[src/rtl/eth_status_monitor_pkg.sv]
// -----------------------------------------------------------------------------
// eth_status_monitor_pkg
// Shared types and helpers for the Ethernet MAC status statistics block.
//   rd_state_t : read-port FSM states (ST_IDLE, ST_RESP)
//   RD_INDEX_W : width of the counter index on the read request port
//   sat_inc    : saturating increment for counters up to 64 bits wide
// Optional feature macro used by the block: ETH_STATUS_MONITOR_TIMESTAMP_EN
// -----------------------------------------------------------------------------
package eth_status_monitor_pkg;

   typedef enum logic {
      ST_IDLE = 1'b0,
      ST_RESP = 1'b1
   } rd_state_t;

   localparam int RD_INDEX_W = 7;

   // Increment val unless it already equals the all-ones value of a
   // counter that is 'width' bits wide. The value is carried zero-extended
   // to 64 bits so one function serves every counter width.
   function automatic logic [63:0] sat_inc(input logic [63:0] val,
                                           input int unsigned width);
      logic [63:0] max_val;
      max_val = (width >= 64) ? '1 : ((64'd1 << width) - 64'd1);
      return (val == max_val) ? val : val + 64'd1;
   endfunction

endpackage

[src/rtl/eth_status_counter.sv]
// -----------------------------------------------------------------------------
// eth_status_counter
// One event channel: a saturating live counter, its snapshot shadow register
// and a sticky flag.
// Ports:
//   clock        : clock
//   reset        : asynchronous active-high reset
//   evt          : single-cycle event pulse (counts once per high cycle)
//   snap         : copy live counter into shadow this cycle
//   sticky_clear : clear the sticky flag (a same-cycle event wins)
//   shadow       : snapshot value of the live counter
//   sticky       : set on any event, held until cleared
// -----------------------------------------------------------------------------
module eth_status_counter
   import eth_status_monitor_pkg::*;
#(
   parameter int CNT_WIDTH     = 32,
   parameter bit CLEAR_ON_SNAP = 1'b1
) (
   input  logic                 clock,
   input  logic                 reset,
   input  logic                 evt,
   input  logic                 snap,
   input  logic                 sticky_clear,
   output logic [CNT_WIDTH-1:0] shadow,
   output logic                 sticky
);

   logic [CNT_WIDTH-1:0] live;
   logic [CNT_WIDTH-1:0] live_inc;

   assign live_inc = CNT_WIDTH'(sat_inc(64'(live), CNT_WIDTH));

   // NOTE: state is updated with non-blocking assignments so the shadow
   // captures the pre-edge live value even though live changes on the same edge.
   always_ff @(posedge clock or posedge reset) begin
      if (reset) begin
         live   <= '0;
         shadow <= '0;
         sticky <= 1'b0;
      end else begin
         if (snap) begin
            shadow <= live;
            // Restarting from the current event rather than zero keeps an
            // event that coincides with the snapshot from being lost.
            if (CLEAR_ON_SNAP)
               live <= {{(CNT_WIDTH-1){1'b0}}, evt};
            else if (evt)
               live <= live_inc;
         end else if (evt) begin
            live <= live_inc;
         end
         sticky <= evt | (sticky & ~sticky_clear);
      end
   end

endmodule

[src/rtl/eth_status_monitor.sv]
// -----------------------------------------------------------------------------
// eth_status_monitor
// Statistics block for the Ethernet MAC wrapper status pulses. Counts each
// event bit in a saturating counter, keeps per-event sticky flags, raises a
// masked interrupt and serves coherent snapshot reads over valid/ready.
// Ports:
//   clock, reset                 : clock125 domain, async active-high reset
//   event_in[NUM_EVENTS]         : single-cycle event pulses
//   snap_req                     : copy all live counters to shadows
//   rd_req_valid/ready/index     : read request (one outstanding at a time)
//   rd_resp_valid/ready/data/err : read response, held until accepted
//   sticky, sticky_clear         : sticky flags and their bitwise clear
//   irq_mask, irq                : interrupt enables and registered interrupt
// Optional feature: define ETH_STATUS_MONITOR_TIMESTAMP_EN to add a free-running
// cycle counter captured on snap_req and readable at index NUM_EVENTS.
// -----------------------------------------------------------------------------
module eth_status_monitor
   import eth_status_monitor_pkg::*;
#(
   parameter int NUM_EVENTS    = 16,
   parameter int CNT_WIDTH     = 32,
   parameter bit CLEAR_ON_SNAP = 1'b1
) (
   input  logic                  clock,
   input  logic                  reset,
   input  logic [NUM_EVENTS-1:0] event_in,
   input  logic                  snap_req,
   input  logic                  rd_req_valid,
   output logic                  rd_req_ready,
   input  logic [RD_INDEX_W-1:0] rd_req_index,
   output logic                  rd_resp_valid,
   input  logic                  rd_resp_ready,
   output logic [CNT_WIDTH-1:0]  rd_resp_data,
   output logic                  rd_resp_err,
   output logic [NUM_EVENTS-1:0] sticky,
   input  logic [NUM_EVENTS-1:0] sticky_clear,
   input  logic [NUM_EVENTS-1:0] irq_mask,
   output logic                  irq
);

   logic [CNT_WIDTH-1:0] shadow [NUM_EVENTS];
   logic [CNT_WIDTH-1:0] sel_data;
   logic                 sel_err;
   rd_state_t            state;

   for (genvar g = 0; g < NUM_EVENTS; g++) begin : g_chan
      eth_status_counter #(
         .CNT_WIDTH     (CNT_WIDTH),
         .CLEAR_ON_SNAP (CLEAR_ON_SNAP)
      ) u_cnt (
         .clock        (clock),
         .reset        (reset),
         .evt          (event_in[g]),
         .snap         (snap_req),
         .sticky_clear (sticky_clear[g]),
         .shadow       (shadow[g]),
         .sticky       (sticky[g])
      );
   end

`ifdef ETH_STATUS_MONITOR_TIMESTAMP_EN
   logic [CNT_WIDTH-1:0] ts_count;
   logic [CNT_WIDTH-1:0] ts_shadow;

   // Free-running and wrapping: it measures time between snapshots, not events.
   always_ff @(posedge clock or posedge reset) begin
      if (reset) begin
         ts_count  <= '0;
         ts_shadow <= '0;
      end else begin
         ts_count <= ts_count + CNT_WIDTH'(1);
         if (snap_req)
            ts_shadow <= ts_count;
      end
   end
`endif

   // NOTE: every output of this combinational block gets a default first so
   // unmatched indices cannot infer a latch.
   always_comb begin
      sel_data = '0;
      sel_err  = 1'b1;
      for (int i = 0; i < NUM_EVENTS; i++) begin
         if (rd_req_index == RD_INDEX_W'(i)) begin
            sel_data = shadow[i];
            sel_err  = 1'b0;
         end
      end
`ifdef ETH_STATUS_MONITOR_TIMESTAMP_EN
      if (rd_req_index == RD_INDEX_W'(NUM_EVENTS)) begin
         sel_data = ts_shadow;
         sel_err  = 1'b0;
      end
`endif
   end

   always_ff @(posedge clock or posedge reset) begin
      if (reset)
         irq <= 1'b0;
      else
         irq <= |(sticky & irq_mask);
   end

   // Read FSM. The response is latched at request time, so a snapshot taken
   // while the response is held cannot alter it.
   always_ff @(posedge clock or posedge reset) begin
      if (reset) begin
         state         <= ST_IDLE;
         rd_req_ready  <= 1'b1;
         rd_resp_valid <= 1'b0;
         rd_resp_data  <= '0;
         rd_resp_err   <= 1'b0;
      end else begin
         case (state)
            ST_IDLE: begin
               if (rd_req_valid && rd_req_ready) begin
                  state         <= ST_RESP;
                  rd_req_ready  <= 1'b0;
                  rd_resp_valid <= 1'b1;
                  rd_resp_data  <= sel_data;
                  rd_resp_err   <= sel_err;
               end
            end
            ST_RESP: begin
               if (rd_resp_ready) begin
                  state         <= ST_IDLE;
                  rd_req_ready  <= 1'b1;
                  rd_resp_valid <= 1'b0;
               end
            end
         endcase
      end
   end

endmodule

[config.mk]
export PLATFORM = sky130hd
export DESIGN_NAME = eth_status_monitor
export DESIGN_NICKNAME = d
export VERILOG_FILES = /design/src/rtl/eth_status_monitor_pkg.sv /design/src/rtl/eth_status_counter.sv /design/src/rtl/eth_status_monitor.sv
export SDC_FILE = /design/constraint.sdc
export NUM_CORES = 2
export LEC_CHECK = 0
export BUFFER_PORTS_ARGS = -buffer_cell sky130_fd_sc_hd__buf_2
export CORE_MARGIN = 2
export CORE_UTILIZATION = 63
export CTS_BUF_LIST = sky130_fd_sc_hd__clkbuf_4
export CTS_CLUSTER_SIZE = 12
export DETAILED_ROUTE_END_ITERATION = 10
export PLACE_DENSITY_LB_ADDON = 0.25
export SLEW_MARGIN = 20
export SYNTH_ARGS = -nofsm -noshare
export SYNTH_HDL_FRONTEND = slang
export SYNTH_HIERARCHICAL = 1
export SYNTH_SLANG_ARGS = --single-unit
[constraint.sdc]
create_clock -name clock -period 3.2 [get_ports clock]
set_input_delay 0.64 -clock clock [delete_from_list [all_inputs] [get_ports clock]]
set_output_delay 0.64 -clock clock [all_outputs]
set_load 0.02 [all_outputs]
==> flow_summary.ini <==
[clock_tree]
cts_root_buf = clkbuf_4
cts_hold_buf = 56
htree_levels = 5
clk_pin_slew_ps = 60
cts.repair.resized = 0
clkLatencyLatePin_ps = 1230
clkSinkCount = 1077
cts_buffers = 302
cts_tree = yes
clk_path_buf_depth = 4
cts_setup_buffers = 0

[die]
core_mm2 = 0.0886
start_util_pct = 63.7
rows = 109
die_x_um = 303
die_area_mm2 = 0.0920
dieHeight_um = 303
ios = 112

[synthesis]
synth.ff_latch_count = 1077
synth_nets = 5436
synth_ff_type = dfrtp_1
synthCells = 5360
yosysSeqAreaShare_pct = 47.7
synth_edf_count = 0
synthDistinctLibCells = 78
async_flop_share_pct = 100
syn-cell-area_mm2 = 0.0565
syn_avg_cell_area_um2 = 10.5
ys_warn_count = 6

[power_and_ir_drop]
p_sw_share_pct = 27.3
power_leakage_nw = 27.4
p_sw_mw = 8.01
p_clk_share_pct = 41.6
p_int_mw = 21.3
combPwrFrac_pct = 9.2
power_frac_seq_pct = 49.2
powerDensity_mw_per_mm2 = 465
peakVddDrop_v = 0.000338

[timing]
period_needed_ps = 2930
setup_tns_ps = 0
slew_viol_final = 0
worst_pin_slew_ps = 1090
slew_headroom_pct = 27.2
fin_skew_ps = 84.2
fin_crit_sh_pct = 91.5
clock.fmax_mhz = 342
finalHoldViolations = 0
rsz0062_at_grt = no
setup_violations = 0

[min_path]
worstHoldStart = rd_req_index[0]
hold_class = input port to flop

[drt]
route.vias.total = 47100
top_layer = met5
ant_nets = 0
viasPerCell = 6.68
dr_wl_met3_um = 13700
firstDrtPassIters = 6
drt-total-wl_um = 174000
wl_met2_um = 78900
wl_met1_um = 69800
drt-initial-drc-count = 5058
avgRoutedWirePerCell_um = 24.7
drc = 0

[placement]
hpwl_um = 128000
dpl-instance-area_mm2 = 0.0590
gp_congestion = 1.14
portBuffers = 111

[final_layout]
drive_gt1_share_pct = 26.6
postLayoutCellArea_mm2 = 0.0632
nets = 5770
syn2layout_area_growth_pct = 11.9

[critical_path]
crit_type = flop to output pin
start_kind = flop
slowest_stage = dfrtp_1
reg2reg_slack_ps = 300
path_cells = buf_2
slowest_delay_ps = 770
arrival_ps = 2290
critPathCaptureType = output pin
crit_family = flip-flops
required_ps = 2560
worstReg2RegStart = g_chan[1].u_cnt/sticky
cp-startpoint = g_chan[1].u_cnt/sticky
path_max_fanout = 3
worst-path-buf-inv = 1

[run]
maxCapViolations = 0

[grt]
track_usage_pct = 38.0
grt_overflow = 0
antenna_found_initial = 6
grt_pass1_wl_um = 267000
grt_pass1_vias = 44600
grt_max_degree = 75

[status]
status = complete, no violations
worst paths after layout:
kind,depth (start not counted),endpoint
worst min-delay path,4,rd_resp_data[26]
max in group asynchronous,4,g_chan[10].u_cnt/shadow[28]
min in group asynchronous,3,g_chan[7].u_cnt/shadow[27]
worst max-delay path,1,sticky[1]
worst min register to register,2,rd_resp_valid
worst max register to register,4,irq
state kept, by name, indices dropped and copies added (netlist names):
register             cells
g_chan.u_cnt/live      512
g_chan.u_cnt/shadow    512
rd_resp_data            32
g_chan.u_cnt/sticky     16
irq                      1
rd_req_ready             1
rd_resp_err              1
rd_resp_valid            1
state                    1
through the flow:
stage	setup slack, ps	util [%]	hold WS, ps	total power [mW]	instances
floorplan	755	-	472	16.0	5360
global placement	62.8	66.5	456	17.2	6499
detailed placement	48.1	66.5	461	17.3	6499
CTS	211	71.2	37.5	29.6	7046
global route	189	71.2	73.7	30.6	7053
finish	272	71.3	134	29.4	7058
cells in the final DEF, fill, tap and decap left out, types with 34 or more instances in the layout:
| cell | instances |
|---|---|
| inv_1 | 137 |
| and4_1 | 99 |
| a21o_1 | 36 |
| nand2_1 | 324 |
| mux2i_1 | 78 |
| and3_1 | 40 |
| nor4_1 | 100 |
| a211oi_1 | 55 |
| a21oi_1 | 249 |
| or2_2 | 36 |
| nand3_1 | 212 |
| xnor2_1 | 160 |
| nor2_1 | 388 |
| buf_2 | 108 |
| and2_1 | 34 |
| or3_1 | 82 |
| nand2b_1 | 35 |
| buf_4 | 190 |
| mux2_2 | 582 |
| o31ai_1 | 95 |
| nand4_1 | 178 |
| a31oi_1 | 35 |
| or4_1 | 119 |
| clkbuf_4 | 427 |
| dlygate4sd3_1 | 56 |
| nor2b_1 | 71 |
| dfrtp_1 | 1076 |
| clkinv_1 | 51 |
| nor3_1 | 81 |
| o21ai_0 | 130 |
cell families after synthesis:
| kind of cell | share of synthesized area (%) |
|---|---|
| xor+xnor | 2.48 |
| compound gates | 12.5 |
| buf+inv | 3.82 |
| mux | 14.1 |
| fa+ha+maj | 0.354 |
| flops | 47.7 |
| simple gates | 19.0 |
area by class of cell:
class	instances	area (µm²)
multi-input combinational	3771	27400
sequential	1077	27000
fill	6521	25500
clock buffer	427	3210
timing repair buffer	388	3190
tap	1165	1460
inverter	154	578
clock inverter	64	379
antenna	12	30.0
power by group through the flow:
| stage | Sequential [mW] | Clock, mW | Combinational (mW) |
|---|---|---|---|
| floorplan | 14.6 | 0 | 1.42 |
| global placement | 14.7 | 0 | 2.56 |
| detailed placement | 14.7 | 0 | 2.59 |
| CTS | 14.4 | 12.5 | 2.66 |
| global route | 14.4 | 13.2 | 2.90 |
| finish | 14.4 | 12.2 | 2.69 |
layer usage:
layer	GRT usage (%)	vias to the layer above
li1	-	21000
met1	50.2	23500
met2	57.7	2154
met3	8.13	533
met4	23.8	4
met5	0	-
worst min-delay path: cells and delay by family:
kind	cells	cell delay [ps]
compound gates	3	410
buf+inv	1	170
cells in the mapped netlist, types with 34 or more instances:
library cell / number / area, µm²
inv_1: 154 / 578
buf_2: 75 / 375
mux2_2: 582 / 6550
nand2_1: 324 / 1220
and2_1: 34 / 213
a31oi_1: 35 / 219
a211oi_1: 55 / 413
nand2b_1: 35 / 219
nor4_1: 100 / 626
o31ai_1: 95 / 713
clkbuf_1: 224 / 841
nor2b_1: 72 / 450
a21o_1: 36 / 270
or4_1: 119 / 893
and3_1: 40 / 250
dfrtp_1: 1076 / 26900
nor3_1: 82 / 410
xnor2_1: 160 / 1400
o21ai_0: 130 / 651
nand3_1: 212 / 1060
buf_1: 39 / 146
nor2_1: 388 / 1460
mux2i_1: 78 / 781
and4_1: 99 / 867
or3_1: 82 / 513
a21oi_1: 249 / 1250
nand4_1: 178 / 1110
or2_2: 36 / 225
(Power assumes the default switching activity.)
